`config.mk`:
```
export PLATFORM = sky130hd
export DESIGN_NAME = conv_seq_ctrl
export DESIGN_NICKNAME = d
export VERILOG_FILES = /design/src/rtl/conv_pkg.sv /design/src/rtl/tag_delay_line.sv /design/src/rtl/conv_seq_ctrl.sv
export SDC_FILE = /design/constraint.sdc
export NUM_CORES = 1
export LEC_CHECK = 0
export ABC_CLOCK_PERIOD_IN_PS = 3280
export CAP_MARGIN = 10
export CELL_PAD_IN_SITES_DETAIL_PLACEMENT = 0
export CELL_PAD_IN_SITES_GLOBAL_PLACEMENT = 1
export CORE_MARGIN = 1
export CORE_UTILIZATION = 39
export CTS_CLUSTER_DIAMETER = 40
export DETAILED_ROUTE_END_ITERATION = 8
export PLACE_DENSITY = 0.83
export SYNTH_ARGS = -nofsm -noshare
export SYNTH_HDL_FRONTEND = slang
export SYNTH_SLANG_ARGS = --single-unit
```
`constraint.sdc`:
```
create_clock -name CLK100MHZ -period 3.28 [get_ports CLK100MHZ]
set_input_delay 0.656 -clock CLK100MHZ [delete_from_list [all_inputs] [get_ports CLK100MHZ]]
set_output_delay 0.656 -clock CLK100MHZ [all_outputs]
set_load 0.05 [all_outputs]
```
`src/rtl/conv_pkg.sv`:
```
// Shared constants and FSM state encoding for the Conv column sequencer.
package conv_pkg;

  localparam int BIT_LEN    = 8;
  localparam int NB_ADDRESS = 10;
  localparam int BRAM_LAT   = 1;
  localparam int CONV_LAT   = 2;

  localparam int KER_COLS = 3;
  localparam int WIN_COLS = 3;

  typedef enum logic [1:0] {
    S_IDLE  = 2'd0,
    S_KER   = 2'd1,
    S_IMG   = 2'd2,
    S_DRAIN = 2'd3
  } state_t;

endpackage

```
`src/rtl/tag_delay_line.sv`:
```
// Fixed-depth shift register carrying a {valid, tag} pair per stage; the tag is
// only kept alongside a valid bit so a stray tag can never fire on its own.
module tag_delay_line #(
  parameter int DEPTH = 1
) (
  input  logic i_clk,
  input  logic i_reset,
  input  logic i_valid,
  input  logic i_tag,
  output logic o_valid,
  output logic o_tag,
  output logic o_any_head
);

  logic [DEPTH-1:0] r_valid;
  logic [DEPTH-1:0] r_tag;

  always_ff @(posedge i_clk) begin
    if (!i_reset) begin
      r_valid <= '0;
      r_tag   <= '0;
    end else begin
      r_valid[0] <= i_valid;
      r_tag[0]   <= i_valid & i_tag;
      for (int i = 1; i < DEPTH; i++) begin
        r_valid[i] <= r_valid[i-1];
        r_tag[i]   <= r_tag[i-1];
      end
    end
  end

  assign o_valid    = r_valid[DEPTH-1];
  assign o_tag      = r_tag[DEPTH-1];
  // Occupancy of every stage except the output one.
  assign o_any_head = |(r_valid & ~(DEPTH'(1) << (DEPTH - 1)));

endmodule

```
`src/rtl/conv_seq_ctrl.sv`:
```
// Conv sequencer: loads a 3-column kernel, then streams BRAM image columns and
// writes Conv results back to bank 0. Optional stall input under CONV_SEQ_PAUSE_EN.
module conv_seq_ctrl #(
  parameter int NB_ADDRESS = 10,
  parameter int BRAM_LAT   = 1,
  parameter int CONV_LAT   = 2
) (
  input  logic                  CLK100MHZ,
  input  logic                  i_reset,
  input  logic                  i_start,
  input  logic [NB_ADDRESS:0]   i_ncols,
  input  logic                  i_ker_valid,
`ifdef CONV_SEQ_PAUSE_EN
  input  logic                  i_pause,
`endif
  output logic                  o_ker_ready,
  output logic                  o_sel_ki,
  output logic                  o_valid,
  output logic [NB_ADDRESS-1:0] o_read_addr,
  output logic [NB_ADDRESS-1:0] o_write_addr,
  output logic                  o_wr_enable,
  output logic                  o_busy,
  output logic                  o_done,
  output logic                  o_err
);

  import conv_pkg::*;

  localparam int NCW = NB_ADDRESS + 1;
  localparam logic [NCW-1:0] NCOLS_MAX = NCW'(1) << NB_ADDRESS;

  state_t                r_state;
  logic [NCW-1:0]        r_ncols;
  logic [1:0]            r_ker_cnt;
  logic [NB_ADDRESS-1:0] r_read_addr;
  logic [NB_ADDRESS-1:0] r_write_addr;
  logic                  r_sel_ki;
  logic                  r_done;
  logic                  r_err;

  logic                  w_pause;
  logic                  w_ker_ready;
  logic                  w_ker_beat;
  logic                  w_issue;
  logic                  w_issue_tag;
  logic                  w_last;
  logic [NB_ADDRESS-1:0] w_last_addr;
  logic [NCW-1:0]        w_ncols_clamped;
  logic                  w_img_valid;
  logic                  w_img_tag;
  logic                  w_rd_head;
  logic                  w_conv_valid;
  logic                  w_conv_tag;
  logic                  w_wr_head;
  logic                  w_drain_done;

`ifdef CONV_SEQ_PAUSE_EN
  assign w_pause = i_pause;
`else
  assign w_pause = 1'b0;
`endif

  assign w_ncols_clamped = (i_ncols > NCOLS_MAX) ? NCOLS_MAX : i_ncols;
  assign w_last_addr     = NB_ADDRESS'(r_ncols - NCW'(1));

  // Handshake: a kernel column transfers on any cycle with i_ker_valid and o_ker_ready both high.
  assign w_ker_ready = (r_state == S_KER) & ~w_pause;
  assign w_ker_beat  = w_ker_ready & i_ker_valid;

  assign w_issue     = (r_state == S_IMG) & ~w_pause;
  assign w_issue_tag = (r_read_addr >= NB_ADDRESS'(WIN_COLS - 1));
  assign w_last      = (r_read_addr == w_last_addr);

  // Read-issue flag aligned to BRAM data, then window tag aligned to Conv output.
  tag_delay_line #(.DEPTH(BRAM_LAT)) u_rd_dly (
    .i_clk      (CLK100MHZ),
    .i_reset    (i_reset),
    .i_valid    (w_issue),
    .i_tag      (w_issue_tag),
    .o_valid    (w_img_valid),
    .o_tag      (w_img_tag),
    .o_any_head (w_rd_head)
  );

  tag_delay_line #(.DEPTH(CONV_LAT)) u_wr_dly (
    .i_clk      (CLK100MHZ),
    .i_reset    (i_reset),
    .i_valid    (w_img_valid),
    .i_tag      (w_img_tag),
    .o_valid    (w_conv_valid),
    .o_tag      (w_conv_tag),
    .o_any_head (w_wr_head)
  );

  // Done may fire while the final write is on the output stage, so o_done
  // lands the cycle right after the last o_wr_enable.
  assign w_drain_done = ~w_rd_head & ~w_img_valid & ~w_wr_head;

  always_ff @(posedge CLK100MHZ) begin
    if (!i_reset) begin
      r_state      <= S_IDLE;
      r_ncols      <= '0;
      r_ker_cnt    <= '0;
      r_read_addr  <= '0;
      r_write_addr <= '0;
      r_sel_ki     <= 1'b0;
      r_done       <= 1'b0;
      r_err        <= 1'b0;
    end else begin
      r_done <= 1'b0;
      if (o_wr_enable) r_write_addr <= r_write_addr + 1'b1;
      case (r_state)
        S_IDLE: begin
          if (i_start) begin
            r_ncols      <= w_ncols_clamped;
            r_err        <= 1'b0;
            r_ker_cnt    <= '0;
            r_read_addr  <= '0;
            r_write_addr <= '0;
            if (i_ncols < NCW'(WIN_COLS)) begin
              r_err  <= 1'b1;
              r_done <= 1'b1;
            end else begin
              r_state <= S_KER;
            end
          end
        end
        S_KER: begin
          if (w_ker_beat) begin
            if (r_ker_cnt == 2'(KER_COLS - 1)) begin
              r_ker_cnt <= '0;
              r_sel_ki  <= 1'b1;
              r_state   <= S_IMG;
            end else begin
              r_ker_cnt <= r_ker_cnt + 1'b1;
            end
          end
        end
        S_IMG: begin
          if (w_issue) begin
            if (w_last) r_state <= S_DRAIN;
            else        r_read_addr <= r_read_addr + 1'b1;
          end
        end
        S_DRAIN: begin
          if (w_drain_done) begin
            r_state  <= S_IDLE;
            r_sel_ki <= 1'b0;
            r_done   <= 1'b1;
          end
        end
        default: r_state <= S_IDLE;
      endcase
    end
  end

  assign o_ker_ready  = w_ker_ready;
  assign o_sel_ki     = r_sel_ki;
  assign o_valid      = w_ker_beat | w_img_valid;
  assign o_read_addr  = r_read_addr;
  assign o_write_addr = r_write_addr;
  assign o_wr_enable  = w_conv_valid & w_conv_tag;
  assign o_busy       = (r_state != S_IDLE);
  assign o_done       = r_done;
  assign o_err        = r_err;

endmodule

```
[After elaboration in Yosys (flattened, before gate mapping)]
Index checks and enable logic that the tools add are counted.
Storage, ports and cells
  flip-flop bits (word level): 43
  input bits: 15
  output and inout bits: 27
Operators by class
  add/sub/neg operators: 4
  order comparisons: 3
  equality and inequality tests: 12
  multiplexer cells: 26
  bitwise operators: 8
  reduce and logical (&&, ||, !) cells: 10
Operators by type and width (count)
  two-way mux 10 bit: 6
  adder 10 x 1 -> 10 bit, second input constant: 2
  one-hot mux 10 bit (2 select lines): 1
  two-way mux 2 bit: 9
  greater-than comparator 11 bit, second input constant: 1
  < comparator 11 x 2 -> 1 bit, second input constant: 1
  == test 10 bit: 1
  >= comparator 10 x 2 -> 1 bit, second input constant: 1
  inequality test 2 bit, second input constant: 5
  subtractor 10 x 1 -> 10 bit, second input constant: 1
  one-hot mux 2 bit (4 select lines): 1
  nonzero test 2 bit: 4
  == test 2 bit, second input constant: 3
  two-way mux 1 bit: 6
  AND reduction 3 bit: 2
  AND reduction 6 bit: 1
  AND 1 bit: 5
  inequality test 2 x 1 -> 1 bit, second input constant: 2
  one-hot mux 1 bit (2 select lines): 2
  one-hot mux 2 bit (2 select lines): 1
  AND reduction 4 bit: 1
  adder 2 x 1 -> 2 bit, second input constant: 1
  == test 2 x 1 -> 1 bit, second input constant: 1
  logical NOT 2 bit: 1
  other kinds (3): 4

[Logic depth before layout (Yosys ltp)]
  depth in word-level cells: 4
  depth in mapped cells: 11
  mapped depth without buffers: 9

[Hierarchy]
From an unflattened synthesis, not the netlist that was laid out.
Second synthesis, totals
  cells, all modules: 249
  area total of the unflattened synthesis: 2245.9 µm²
Modules (own cells, without submodules)
  conv_seq_ctrl: instances 1, cells an instance 235, area each 2073.2 µm², sequential area each 740.7 µm²
  tag_delay_line at u_wr_dly: instances 1, cells an instance 8, area each 108.9 µm², sequential area each 80.1 µm²
  tag_delay_line at u_rd_dly: instances 1, cells an instance 6, area each 63.8 µm², sequential area each 40.0 µm²

[Least setup slack after synthesis]
Ideal clock, no wire load.
  kind: reg2reg
  start point: register r_read_addr[4] (netlist: o_read_addr[4])
  end point: register r_read_addr[8] (netlist: o_read_addr[8])
  arrival: 2.494 ns
  setup slack: 0.714 ns
  cell stages (with the launch flop): 10
  cell sequence: dfxtp_1 > clkbuf_1 > xnor2_1 > a31oi_1 > or4_1 > a2111oi_4 > nand3_2 > buf_6 > nand3_1 > mux2i_1
Between the ends
  cells in the longest elaborated chain, start to end: 3
  elaborated cells between the ends (all ways): 6
  those cells by class: 1 x add/sub; 2 x eq/ne; 2 x mux; 1 x reduce/logical
Ends and longest elaborated chain
  from (decl): line conv_seq_ctrl.sv:35  | logic [NB_ADDRESS-1:0] r_read_addr;
  from (signal assigned): line conv_seq_ctrl.sv:142  | else r_read_addr <= r_read_addr + 1'b1;
  adder 10 x 1 -> 10 bit or == test 10 bit (tied branches): line conv_seq_ctrl.sv:142, conv_seq_ctrl.sv:72
  two-way mux 10 bit or inequality test 2 bit (tied branches)
  one-hot mux 10 bit (2 select lines) or AND reduction 3 bit (tied branches)
Parallel ways exist; a longest one is shown, timed or not. The select of a mux whose other input is x is not followed.
A chain may end at the register's enable or synchronous reset.

[Worst setup path after layout]
  start point: input port i_ker_valid
  end point: output port o_valid
Between the ends
  cells in the longest elaborated chain, start to end: 2
Ends and longest elaborated chain
  from (decl): line conv_seq_ctrl.sv:12  | input logic i_ker_valid,
  AND 1 bit: line conv_seq_ctrl.sv:68  | assign w_ker_beat = w_ker_ready & i_ker_valid;
  bitwise OR 1 bit: line conv_seq_ctrl.sv:159  | assign o_valid = w_ker_beat | w_img_valid;
  to (decl): line conv_seq_ctrl.sv:18  | output logic o_valid,
Every way passes these cells.

==> results.md <==
- Crit Path Class: in2out
- Clock sink total: between 40 and 50
- I/O pin cnt: 42
- Vias: roughly 2000
- DR vias/cell: about 5.3
- Static Leak: about 1.1 nW
- Grt ovf: 0
- Clk_lat worst skew: approximately 0.3 ns
- Final HPWL DP: a little under 4000 microns
- Final #Nets: between 300 and 400
- Starting density of the core: 0.416
- Vias in the first global route: 1885
- Post-Synth Simple-Gate Area: 0.256
- Synth cell count leaders: 43 x dfxtp_1, 30 x nand2_1, 27 x nor2_1
- First-pass GRT wire length: approximately 9000 microns
- Max incr delay on CP: slightly below 0.8 ns
- Drt wl/cell: 13.5 microns
- H-tree depth: 2
- Antenna violations before repair: 0
- Synth Area in Compound Gates: 0.178
- Gp weighted congestion: ~0.78
- Share of post-route cells with drive strength above 1: 0.0703
- Die Wd: ~80 microns
- TritonCTS buffer count: 5
- Sum Neg Setup Slack: 0 ns
- Mapped Area: 2360 sq um
- CP startpoint kind: input pin
- Longest Clk Path Bufs: 2
- CP Max Fanout: 4
- Sw power: roughly 0.60 mW
- Cell taking the most area after synthesis: dfxtp_1
- Comb pwr share: 0.382
- First drt pass iteration count: 4
- Number of flops mapped to enable cells by yosys: 0
- Number of DRC markers in iteration 0: 94
- N_diodes: 0
- Worst path slowest cell: clkdlybuf4s50_1
- Clk slew on worst S/H paths: 0.08 ns
- Sw frac: 0.393
- Core Area: roughly 5700 sq um
- Yosys warning total: 0
- CTS tree: done
- Final worst clock skew: roughly 0.0052 ns
- Measured slew at the worst slew-check pin: between 0.6 and 0.7 ns
- Post-layout min period: 2.75 ns
- Part of the Yosys area used for sequential elements: 0.365
- Synth Area in Adders: 0.0477
- Syn Inst Count: roughly 270
- Synth cell types: 50
- FFs w/ async S/R, synth: 0
- Hold_ws: roughly 0.44 ns
- Max VDD drop: around 0.00031 V
- Pwr Density: approximately 520 nW/um^2
- Routed WL: 5190 microns
- CP Capture Type: primary output
- Max Fclk: 363 MHz
- Final critical-path share of the clock period: 0.839
- Worst Path Arrival: 2.10 ns
- Cts-stage hold buffer count: 0
- Remaining antenna violation count: 0
- Slew Viols, Final: 0
- Final hold violations: 0
- Main combinational cell family by area after synthesis: simple AND/OR/NAND/NOR gates
- Synth Net Count: 298
- Sequential Power Share: 0.399
- Die span in y: 79.8 microns
- Avg Synthesized Cell Area: between 8 and 9 sq um
- #FFs+latches synth: 43
- CP cell instances: clkdlybuf4s50_1, a21o_1, clkdlybuf4s50_1
- Yosys top cell area share: 0.365
- WP data required: 2.62 ns
- HP Class: reg2reg
- Mux cell area share after synthesis: 0.0255
- Clock Power Share: 0.219
- Cell mode on critical path: clkdlybuf4s50_1
- Die ar.: around 6400 sq um
- Post-CTS Setup Bufs: 0
- Largest net degree at the start of global routing: 14
- Max-slew headroom: 0.567
- Most used flip-flop cell after synthesis: dfxtp_1
- Number of fill cells: 553
- CTS root buffer: clkbuf_8
- Post-layout util: 0.511
- Port bufs: 41
- MaxCap Viol Count: 0
- Site Rows: 27
- Post-cts resize count: 0
- Outcome: finished clean
- Gr usage total: 0.180
- Synth top area cells: dfxtp_1 36%, xnor2_1 4.8%, ha_1 4.8%
- Top-count cell post-synth: dfxtp_1
- P_int: between 0.9 and 1 mW
- RSZ-0062 raised after global routing: false
- Area Growth Syn to Fin: 23.0%
- DRC viols: 0
- Xor-xnor portion of the synthesized cell area: 0.0817
- # setup viols final: 0
-- flip-flops by register name, indices dropped and copies added, names as in the netlist --
name and flops:
u_rd_dly.o_valid 1, u_wr_dly.r_tag 2, r_ker_cnt 2, r_state 2, o_err 1, u_wr_dly.r_valid 2
o_sel_ki 1, u_rd_dly.o_tag 1, o_done 1, r_ncols 10, o_read_addr 10, o_write_addr 10
-- final timing paths --
| kind | cells past startpoint | slack [ns] | start | to |
|---|---|---|---|---|
| max reg2reg | 9 | 0.57 | r_ncols[0]$_SDFFE_PN0P_ | o_read_addr[5]$_SDFFE_PN0P_ |
| min reg2reg | 1 | 0.44 | u_wr_dly.r_tag[0]$_SDFF_PN0_ | u_wr_dly.r_tag[1]$_SDFF_PN0_ |
| max | 3 | 0.53 | i_ker_valid | o_valid |
| min | 1 | 0.44 | u_wr_dly.r_tag[0]$_SDFF_PN0_ | u_wr_dly.r_tag[1]$_SDFF_PN0_ |
-- area by class of cell --
class / instances / area [sq um] / area share
flip-flops and latches: 43 / 861 / 0.297
clock inverters: 2 / 12.5 / 0.00431
repair buffers: 44 / 433 / 0.149
inverters: 12 / 45.0 / 0.0155
clock buffers: 6 / 72.6 / 0.0250
multi-input cells: 206 / 1390 / 0.478
well taps: 72 / 90.1 / 0.0310
-- cell usage in the layout (no fill, tap or decap), types with 3 or more instances in the layout --
| master | netlist | layout |
|---|---|---|
| a21oi_1 | 8 | 8 |
| a21oi_2 | 4 | 4 |
| a22o_1 | 6 | 6 |
| a31o_1 | 4 | 4 |
| a31oi_1 | 5 | 5 |
| and2_1 | 5 | 5 |
| and3_1 | 6 | 6 |
| buf_4 | 0 | 3 |
| clkbuf_8 | 0 | 5 |
| clkdlybuf4s50_1 | 0 | 41 |
| dfxtp_1 | 43 | 43 |
| ha_1 | 9 | 9 |
| inv_1 | 12 | 12 |
| mux2i_1 | 6 | 6 |
| nand2_1 | 30 | 30 |
| nand2b_1 | 5 | 5 |
| nand3_1 | 6 | 6 |
| nand3_2 | 3 | 3 |
| nand4_1 | 4 | 4 |
| nor2_1 | 27 | 27 |
| nor2b_1 | 5 | 5 |
| nor3_1 | 5 | 5 |
| nor3b_1 | 3 | 3 |
| nor4_1 | 6 | 6 |
| o21ai_0 | 6 | 6 |
| o31ai_1 | 3 | 3 |
| xnor2_1 | 13 | 13 |
| xor2_1 | 9 | 9 |
-- per-stage QoR --
step | cell area, sq um | power, mW | setup WS, ns | std cells
after floorplan | 2360 | 1.05 | 0.714 | 274
after global placement | 2820 | 1.19 | 0.548 | 377
after detailed placement | 2820 | 1.20 | 0.536 | 377
after CTS | 2900 | 1.54 | 0.527 | 385
after global routing | 2900 | 1.64 | 0.373 | 385
final | 2900 | 1.52 | 0.526 | 385
-- per-layer routing --
| layer | global-route usage | part of all wire | up-vias | routed length (microns) |
|---|---|---|---|---|
| li1 | - | - | 1040 | - |
| met1 | 0.249 | 0.51 | 926 | 2650 |
| met2 | 0.280 | 0.43 | 53 | 2250 |
| met3 | 0.0389 | 0.046 | 4 | 241 |
| met4 | 0.0518 | 0.0093 | 0 | 48 |
| met5 | 0 | 0 | - | 0 |
-- power by group through the flow --
stage                     combinational, mW  clock, mW  sequential [mW]
after floorplan                       0.435          0            0.612
after global placement                0.575          0            0.617
after detailed placement              0.577          0            0.618
after CTS                             0.581      0.350            0.606
after global routing                  0.649      0.372            0.615
final                                 0.581      0.333            0.607
-- critical path, delay by kind of cell --
kind / cells / cell delay, ns
buffers and inverters: 2 / 1.31
AOI/OAI and AO/OA: 1 / 0.13
-- cells by family after synthesis --
family / count (synthesis)
flip-flops: 43
adder cells (fa/ha/maj): 9
buffers and inverters: 25
multiplexers: 6
AO/OA/AOI/OAI: 53
AND/OR/NAND/NOR: 116
XOR/XNOR: 22
Note: power is estimated with default switching activity, not from simulation.
